## src/rtl/branch_target_unit.sv

```systemverilog
// Branch target unit: one-cycle branch destination computation with a
// valid/ready output register and a circular return-address stack.
module branch_target_unit #(
    parameter int XLEN        = 32,
    parameter int RAS_DEPTH   = 4,
    parameter int ALIGN_CHECK = 1
) (
    input  logic            clk,
    input  logic            resetn,
    input  logic            in_valid,
    output logic            in_ready,
    input  logic [1:0]      branch_op,
    input  logic [XLEN-1:0] pc,
    input  logic [XLEN-1:0] reg_data,
    input  logic [XLEN-1:0] immediate,
    input  logic            link,
    input  logic            ret,
    input  logic            flush,
    output logic            out_valid,
    input  logic            out_ready,
    output logic [XLEN-1:0] branch_dest,
    output logic            misaligned,
    output logic            illegal_op,
    output logic [XLEN-1:0] ras_target,
    output logic            ras_valid,
    output logic            ras_overflow
);

    localparam int PTR_W = (RAS_DEPTH > 1) ? $clog2(RAS_DEPTH) : 1;
    localparam int CNT_W = PTR_W + 1;

    localparam logic [1:0] OP_PC_RELATIVE = 2'b01;
    localparam logic [1:0] OP_REG_OFFSET  = 2'b10;

    // Output register
    logic            out_valid_q, out_valid_d;
    logic [XLEN-1:0] dest_q, dest_d;
    logic            mis_q, mis_d;
    logic            ill_q, ill_d;

    // Return-address stack: ptr_q is the next push slot, top is ptr_q-1
    logic [XLEN-1:0] entries_q [RAS_DEPTH];
    logic [XLEN-1:0] entries_d [RAS_DEPTH];
    logic [PTR_W-1:0] ptr_q, ptr_d;
    logic [CNT_W-1:0] count_q, count_d;
    logic             ovf_q, ovf_d;

    logic             accept;
    logic             op_legal;
    logic [XLEN-1:0]  dest_calc;
    logic             mis_calc;
    logic [XLEN-1:0]  link_addr;
    logic [PTR_W-1:0] top_idx;
    logic             ras_full;
    logic             ras_empty;

    assign in_ready  = (!out_valid_q || out_ready) && !flush;
    assign accept    = in_valid && in_ready;
    assign op_legal  = (branch_op == OP_PC_RELATIVE) || (branch_op == OP_REG_OFFSET);
    assign link_addr = pc + XLEN'(4);
    assign top_idx   = ptr_q - PTR_W'(1);
    assign ras_full  = (count_q == CNT_W'(RAS_DEPTH));
    assign ras_empty = (count_q == '0);

    always_comb begin
        dest_calc = '0;
        case (branch_op)
            OP_PC_RELATIVE: dest_calc = pc + immediate;
            OP_REG_OFFSET:  dest_calc = (reg_data + immediate) & ~XLEN'(1);
            default:        dest_calc = '0;
        endcase
    end

    // Alignment is judged on the final target, after the bit-0 clear
    assign mis_calc = (ALIGN_CHECK != 0) && op_legal && (dest_calc[1:0] != 2'b00);

    always_comb begin
        out_valid_d = out_valid_q;
        dest_d      = dest_q;
        mis_d       = mis_q;
        ill_d       = ill_q;
        if (accept) begin
            out_valid_d = 1'b1;
            dest_d      = dest_calc;
            mis_d       = mis_calc;
            ill_d       = !op_legal;
        end else if (out_ready || flush) begin
            out_valid_d = 1'b0;
        end
    end

    always_comb begin
        entries_d = entries_q;
        ptr_d     = ptr_q;
        count_d   = count_q;
        ovf_d     = ovf_q;
        if (accept && op_legal) begin
            // A combined call/return on an empty stack degenerates to a push
            if (link && (!ret || ras_empty)) begin
                entries_d[ptr_q] = link_addr;
                ptr_d            = ptr_q + PTR_W'(1);
                if (ras_full) begin
                    ovf_d = 1'b1;
                end else begin
                    count_d = count_q + CNT_W'(1);
                end
            end else if (link && ret) begin
                entries_d[top_idx] = link_addr;
            end else if (ret && !ras_empty) begin
                ptr_d   = top_idx;
                count_d = count_q - CNT_W'(1);
            end
        end
    end

    always_ff @(posedge clk or negedge resetn) begin
        if (!resetn) begin
            out_valid_q <= 1'b0;
            dest_q      <= '0;
            mis_q       <= 1'b0;
            ill_q       <= 1'b0;
            ptr_q       <= '0;
            count_q     <= '0;
            ovf_q       <= 1'b0;
            for (int i = 0; i < RAS_DEPTH; i++) begin
                entries_q[i] <= '0;
            end
        end else begin
            out_valid_q <= out_valid_d;
            dest_q      <= dest_d;
            mis_q       <= mis_d;
            ill_q       <= ill_d;
            ptr_q       <= ptr_d;
            count_q     <= count_d;
            ovf_q       <= ovf_d;
            for (int i = 0; i < RAS_DEPTH; i++) begin
                entries_q[i] <= entries_d[i];
            end
        end
    end

    assign out_valid    = out_valid_q;
    assign branch_dest  = dest_q;
    assign misaligned   = mis_q;
    assign illegal_op   = ill_q;
    assign ras_valid    = !ras_empty;
    assign ras_target   = ras_empty ? '0 : entries_q[top_idx];
    assign ras_overflow = ovf_q;

endmodule

```

## config.mk

```make
export PLATFORM = sky130hd
export DESIGN_NAME = branch_target_unit
export DESIGN_NICKNAME = d
export VERILOG_FILES = /design/src/rtl/branch_target_unit.sv
export SDC_FILE = /design/constraint.sdc
export NUM_CORES = 1
export LEC_CHECK = 0
export CAP_MARGIN = 20
export CORE_AREA = 2 2 176 178
export DETAILED_ROUTE_END_ITERATION = 12
export DIE_AREA = 0 0 178 180
export SLEW_MARGIN = 30
export SYNTH_ARGS = -nofsm -noshare
export SYNTH_HDL_FRONTEND = slang
export SYNTH_SLANG_ARGS = --single-unit
```

## constraint.sdc

```tcl
create_clock -name clk -period 4.05 [get_ports clk]
set_clock_uncertainty 0.2 [all_clocks]
set_input_delay 0.81 -clock clk [delete_from_list [all_inputs] [get_ports clk]]
set_output_delay 0.81 -clock clk [all_outputs]
set_load 0.03 [all_outputs]
```

==> results of run 1 <==
where the power goes:
group          internal, mW  switching, mW  leakage, nW
registers              2.30          0.322         2.12
clock network         0.842          0.782        0.286
logic                  2.19           2.26         3.69
worst max-delay path, stage by stage (launching register included):
cell,delay [ns]
dfrtp_1,0.44
inv_1,0.09
ha_2,0.64
mux4_2,0.40
and2_1,0.18
clkdlybuf4s50_1,0.59
routing by layer:
| metal | up-vias | share of wire, % |
|---|---|---|
| li1 | 4665 | - |
| met1 | 4505 | 47 |
| met2 | 224 | 47 |
| met3 | 35 | 3.6 |
| met4 | 0 | 2.0 |
| met5 | - | 0 |
synthesized netlist by cell type (3+ instances only):
master     number  share of area [%]
fa_1            3               0.55
xnor2_1        40                3.2
a211oi_1        6               0.41
dfrtp_1       169                 38
a2111oi_0       3               0.24
nand2_1        96                3.3
nand2b_1        6               0.34
a31oi_1         6               0.34
a21o_1         18                1.2
nand3_1        22                1.0
nor2b_1        10               0.57
a22oi_1        23                1.6
nor3_1          7               0.32
ha_1           68                7.7
a21boi_0        3               0.20
and3_1         12               0.68
and4_1          4               0.32
nor2_1        154                5.3
or3_1           4               0.23
xor2_1         44                3.5
nand4_1        16               0.91
o31ai_1         3               0.20
o21a_1          6               0.41
clkbuf_1       44                1.5
mux4_2         32                6.6
o211ai_1       10               0.68
inv_1          19               0.65
a21oi_1       175                8.0
o21bai_1        4               0.27
and2_1         39                2.2
o21ai_0        54                2.5
buf_2           4               0.18
mux2i_1         6               0.55
mux2_2         16                1.6
buf_1           8               0.27
through the flow:
stage	TNS [ns]	instance area [µm²]	hold WS, ns
after floorplan	0	11000	0.2594
after global placement	-0.2155	13680	0.2574
after detailed placement	-0.4438	13680	0.2673
after CTS	0	14260	0.1822
after global routing	0	14260	0.1883
final	0	14260	0.1381
cell families after synthesis:
kind of cell / Yosys count / synth area share, %
compound gates: 342 / 19.12
fa+ha+maj: 71 / 8.279
buf+inv: 75 / 2.604
xor+xnor: 84 / 6.687
flops: 169 / 38.44
mux: 54 / 8.734
simple gates: 384 / 16.14
registers in the layout (all words and copies together), names as in the netlist:
signal / cells
entries_q: 128
branch_dest: 32
misaligned: 1
out_valid: 1
ptr_q: 2
count_q: 3
ras_overflow: 1
illegal_op: 1
final timing paths:
path | startpoint | slack [ns] | to
setup / recovery | ptr_q[1]$_DFFE_PN0P_ | 0.27 | ras_target[8]
hold / removal | resetn | 0.14 | branch_dest[2]$_DFFE_PN0P_
setup reg to reg | count_q[1]$_DFFE_PN0P_ | 1.24 | entries_q[31]$_DFFE_PN0P_
hold reg to reg | branch_dest[0]$_DFFE_PN0P_ | 0.28 | branch_dest[0]$_DFFE_PN0P_
max in group asynchronous | resetn | 2.50 | entries_q[123]$_DFFE_PN0P_
min in group clk | branch_dest[0]$_DFFE_PN0P_ | 0.28 | branch_dest[0]$_DFFE_PN0P_
layout make-up:
class                   instances  share of cell area (%)
clock inverters                14                   1.009
well taps                     396                   3.473
flip-flops and latches        169                   29.66
clock buffers                  18                   3.079
repair buffers                241                   16.48
multi-input cells             935                   45.80
inverters                      19                  0.5000
==> impl_metrics.csv, run 1 <==
group,metric,value,unit
run_status,outcome,"finished, final reports clean",
finish,fin_nets,1559,
floorplanning,fp.dieW,178,µm
clock_tree,path_clk_slew,0.08,ns
setup_path,cp_max_fo,17,
grt,met1_usage,28.44,%
detailed_routing,wl_per_cell,17.48,µm
power_and_ir_drop,power,8.701,mW
sta,min_period,3.778,ns
setup_path,worstSetupEndpointType,"output port",
synth,syn_nets,1355,
synth,synth_edf_count,0,
detailed_routing,drc,0,
setup_path,rr_worst_depth,7,
sta,slew_violations,0,
detailed_routing,detail-route-antenna-nets,0,
place,pre_cts_ws,-0.1565,ns
synth,synth.cell_area,11000,µm²
finish,layout_commonest_cell,"a21oi_1",
finish,seqCellArea,4230,µm²
flow_run,cap_violations,0,
synth,avgSynthCellArea,9.331,µm²
setup_path,crit_arrival,2.77,ns
clock_tree,clock_path_buffers,2,
finish,fin_util,47.25,%
sta,rsz0062_at_grt,"false",
finish,multi_input_area,6534,µm²
synth,async_flop_share,100.0,%
synth,ys_warn_count,0,
grt,grt.busiest_layer,"met2",
sta,slew-limit-headroom,51.94,%
floorplanning,core_area,30190,µm²
power_and_ir_drop,vdd_ir_drop_max,357.1,µV
finish,fillCellCount,2829,
place,hpwl,24320,µm
synth,seq_area_frac_synth,38.44,%
clock_tree,cts_root_buf,"clkbuf_16",
floorplanning,ios,175,
grt,grt_pass1_wl,50970,µm
setup_path,crit_required,3.04,ns
grt,use_met3,2.411,%
grt,grt.total_usage,20.18,%
sta,hold_viol,0,
power_and_ir_drop,powerDensity,609.9,nW/µm²
finish,drive_above_1_share,13.61,%
clock_tree,cts_resized,1,
synth,synth_seq_cells,169,
detailed_routing,drtPass1Iterations,5,
floorplanning,initial_core_util,36.44,%
sta,fin_ws,0.2718,ns
grt,use_met2,32.60,%
detailed_routing,post_drt_via_cell_ratio,5.262,
clock_tree,cts_buffers,17,
sta,period_share,93.29,%
finish,syn_to_final_growth,29.66,%
clock_tree,h-tree-depth,4,
setup_path,start_kind,"flip-flop",
clock_tree,cts_num_sinks,169,
floorplanning,die-area,32040,µm²
grt,antenna_found_initial,0,
setup_path,critPathKind,"flip-flop to output port",
hold_path,hold_class,"input port to asynchronous set/reset pin",
finish,mostFrequentLayoutCells,"a21oi_1 (171), dfrtp_1 (168), nor2_1 (154)",
floorplanning,die_y,180,µm
grt,grt_pass1_vias,9473,
synth,synth_cell_type_count,70,
place,dp.cells,1760,
detailed_routing,vias,9429,
place,place.gp.congestion,0.9261,
grt,grt_max_degree,70,
floorplanning,num_rows,64,
sta,setup_violations,0,
clock_tree,hold_buffers,0,
synth,syn_inst,1179,
clock_tree,tritoncts,"yes",
clock_tree,clk_latency,0.42,ns
sta,max_freq,264.7,MHz
finish,layout.cells.non_filler,1792,
finish,diodes,0,
power_and_ir_drop,p_leak,6.096,nW
detailed_routing,finalWirelength,31330,µm
clock_tree,postCtsSetupRepairBufs,0,
place,port_buffers,174,
detailed_routing,first_iter_violations,541,
sta,worst_pin_slew,0.7209,ns
synth,ys.flop_type,"dfrtp_1",
grt,grt-ovfl-total,0,
Power figures use the tool's default switching activity.
==> inputs of run 2 (changes only) <==
==> constraint.sdc (replaced) <==
create_clock -name clk -period 4.05 [get_ports clk]
set_clock_uncertainty 0.2 [all_clocks]
set_input_delay 0.81 -clock clk [delete_from_list [all_inputs] [get_ports clk]]
set_output_delay 0.81 -clock clk [all_outputs]
set_load 0.01 [all_outputs]
==> impl_metrics.csv, run 2 (synthesis results as in run 1) <==
group,metric,value,unit
sta,min_period,3.711,ns
setup_path,crit_family,"compound AO/OA/AOI/OAI gates",
finish,syn_to_final_growth,28.73,%
power_and_ir_drop,internal_power,5.241,mW
detailed_routing,wl_per_cell,17.42,µm
clock_tree,postCtsSetupRepairBufs,0,
floorplanning,core_area,30190,µm²
sta,rsz0062_at_grt,"false",
setup_path,crit_arrival,3.89,ns
grt,antenna_found_initial,1,
finish,layout.cells.non_filler,1788,
run_status,outcome,"finished, final reports clean",
hold_path,hold_class,"input port to asynchronous set/reset pin",
clock_tree,cts_buffers,17,
power_and_ir_drop,sw_frac_of_total,33.45,%
sta,period_share,91.62,%
finish,top_register,"entries_q",
detailed_routing,drc,0,
finish,largest_reg_flops,128,
detailed_routing,drtPass1Iterations,5,
setup_path,cpMostUsedCell,"a21oi_1",
detailed_routing,routed.top_layer,"met4",
clock_tree,path_clk_slew,0.07,ns
floorplanning,fp.dieW,178,µm
setup_path,worstSetupEndpointType,"flip-flop",
sta,slew_violations,0,
place,dp.cells,1758,
clock_tree,cts_num_sinks,169,
detailed_routing,met2_length,14610,µm
power_and_ir_drop,p_seq_share,33.3,%
grt,grt_pass1_wl,50940,µm
power_and_ir_drop,pwr-share-clk,20.6,%
place,place.gp.congestion,0.9173,
finish,mostFrequentLayoutCells,"clkdlybuf4s50_1 (173), a21oi_1 (171), dfrtp_1 (168)",
clock_tree,clk_latency,0.43,ns
place,hpwl,24080,µm
detailed_routing,post_drt_via_cell_ratio,5.268,
setup_path,start_kind,"input port",
setup_path,cp_slowest_cell,"or4b_1",
setup_path,crit_required,4.23,ns
finish,layout_commonest_cell,"clkdlybuf4s50_1",
power_and_ir_drop,power_frac_comb,46.1,%
clock_tree,clock_path_buffers,2,
grt,grt_pass1_vias,9469,
sta,hold_viol,0,
setup_path,path_cells,"clkdlybuf4s50_1, and2_1, fa_1, a21oi_1, o211ai_1, a21oi_1, o21ai_0, or4b_1, and3_1, a21oi_1, mux2_2, nand3_1",
setup_path,cp_num_cells,12,
setup_path,cp_max_fo,2,
power_and_ir_drop,vdd_ir_drop_max,262.1,µV
setup_path,reg2reg_from,"count_q[1]$_DFFE_PN0P_",
floorplanning,num_rows,64,
flow_run,cap_violations,0,
clock_tree,hold_buffers,0,
finish,drive_above_1_share,11.65,%
setup_path,rrSetupSlack,1.20,ns
floorplanning,initial_core_util,36.44,%
clock_tree,h-tree-depth,4,
detailed_routing,wl_met3,1357,µm
grt,grt_max_degree,91,
detailed_routing,vias,9419,
sta,slew-limit-headroom,42.49,%
setup_path,critPathBufInv,1,
power_and_ir_drop,power,7.875,mW
finish,fin_nets,1557,
sta,setup_violations,0,
clock_tree,tritoncts,"yes",
detailed_routing,detail-route-antenna-nets,0,
sta,whs,0.2260,ns
sta,worst_pin_slew,0.8627,ns
power_and_ir_drop,powerDensity,556.0,nW/µm²
grt,grt-ovfl-total,0,
floorplanning,ios,175,
power_and_ir_drop,p_switching,2.634,mW
setup_path,crit_end,"branch_dest[28]$_DFFE_PN0P_",
sta,max_freq,269.5,MHz
grt,grt.total_usage,20.19,%
power_and_ir_drop,p_leak,6.002,nW
place,port_buffers,174,
setup_path,r2r-end,"entries_q[55]$_DFFE_PN0P_",
floorplanning,die-area,32040,µm²
clock_tree,cts_root_buf,"clkbuf_16",
detailed_routing,wl_met1,14520,µm
clock_tree,cts_resized,0,
detailed_routing,first_iter_violations,587,
setup_path,rr_worst_depth,7,
setup_path,max_stage_delay,0.49,ns
detailed_routing,finalWirelength,31150,µm
setup_path,critPathKind,"input port to flip-flop",
floorplanning,die_y,180,µm
setup_path,cp-startpoint,"reg_data[0]",
## run 2: cell types whose count changed in the layout (fill, tap and decap cells not counted), sizes merged
| cell | delta |
|---|---|
| clkinv | -2 |
| clkinvlp | +3 |
| clkbuf | +1 |
| bufinv | +2 |
| diode | +1 |
| inv | -7 |
| clkdlybuf4s50 | +23 |
| buf | -25 |
## run 2: metal layers
metal,up-vias,track usage [%]
li1,4669,-
met1,4474,28.20
met2,238,31.78
met3,38,3.236
met4,0,6.787
met5,-,0
## run 2: final cells by class
class	count	area, µm²
inverters	19	71.32
clock inverters	10	121.4
flip-flops and latches	169	4230
multi-input cells	935	6533
repair buffers	239	2256
fillers	2849	16030
diodes	1	2.502
clock buffers	19	452.9
well taps	396	495.5
## run 2: power groups by stage
stage                     clock [mW]  sequential, mW  combinational [mW]
after floorplan                    0            2.58                2.23
after global placement             0            2.63                3.63
after detailed placement           0            2.66                3.67
after CTS                       1.66            2.63                3.68
after global routing            1.73            2.70                4.01
final                           1.62            2.62                3.63
## run 2: metrics by stage
| step | worst slack [ns] | util [%] | instance area (µm²) | TNS (ns) |
|---|---|---|---|---|
| 5_1_grt | 0.08728 | 46.91 | 14160 | 0 |
| 6_report | 0.3394 | 46.91 | 14160 | 0 |
| 3_3_place_gp | -0.1014 | 45.00 | 13580 | -0.2210 |
| 3_5_place_dp | -0.1156 | 45.00 | 13590 | -0.2914 |
| 4_1_cts | 0.3461 | 46.90 | 14160 | 0 |
| 2_1_floorplan | 0.3204 | - | 11000 | 0 |
## run 2: how the worst min path moves through the flow
| stage | start | cells past startpoint | end | slack, ns |
|---|---|---|---|---|
| 6_report | resetn | 1 | branch_dest[1]$_DFFE_PN0P_ | 0.23 |
| 5_1_grt | resetn | 1 | branch_dest[2]$_DFFE_PN0P_ | 0.30 |
| 4_1_cts | resetn | 1 | branch_dest[1]$_DFFE_PN0P_ | 0.27 |
| 3_5_place_dp | branch_dest[15]$_DFFE_PN0P_ | 2 | branch_dest[15]$_DFFE_PN0P_ | 0.27 |
| 3_3_place_gp | branch_dest[0]$_DFFE_PN0P_ | 2 | branch_dest[0]$_DFFE_PN0P_ | 0.26 |
| 2_1_floorplan | count_q[2]$_DFFE_PN0P_ | 1 | count_q[2]$_DFFE_PN0P_ | 0.26 |
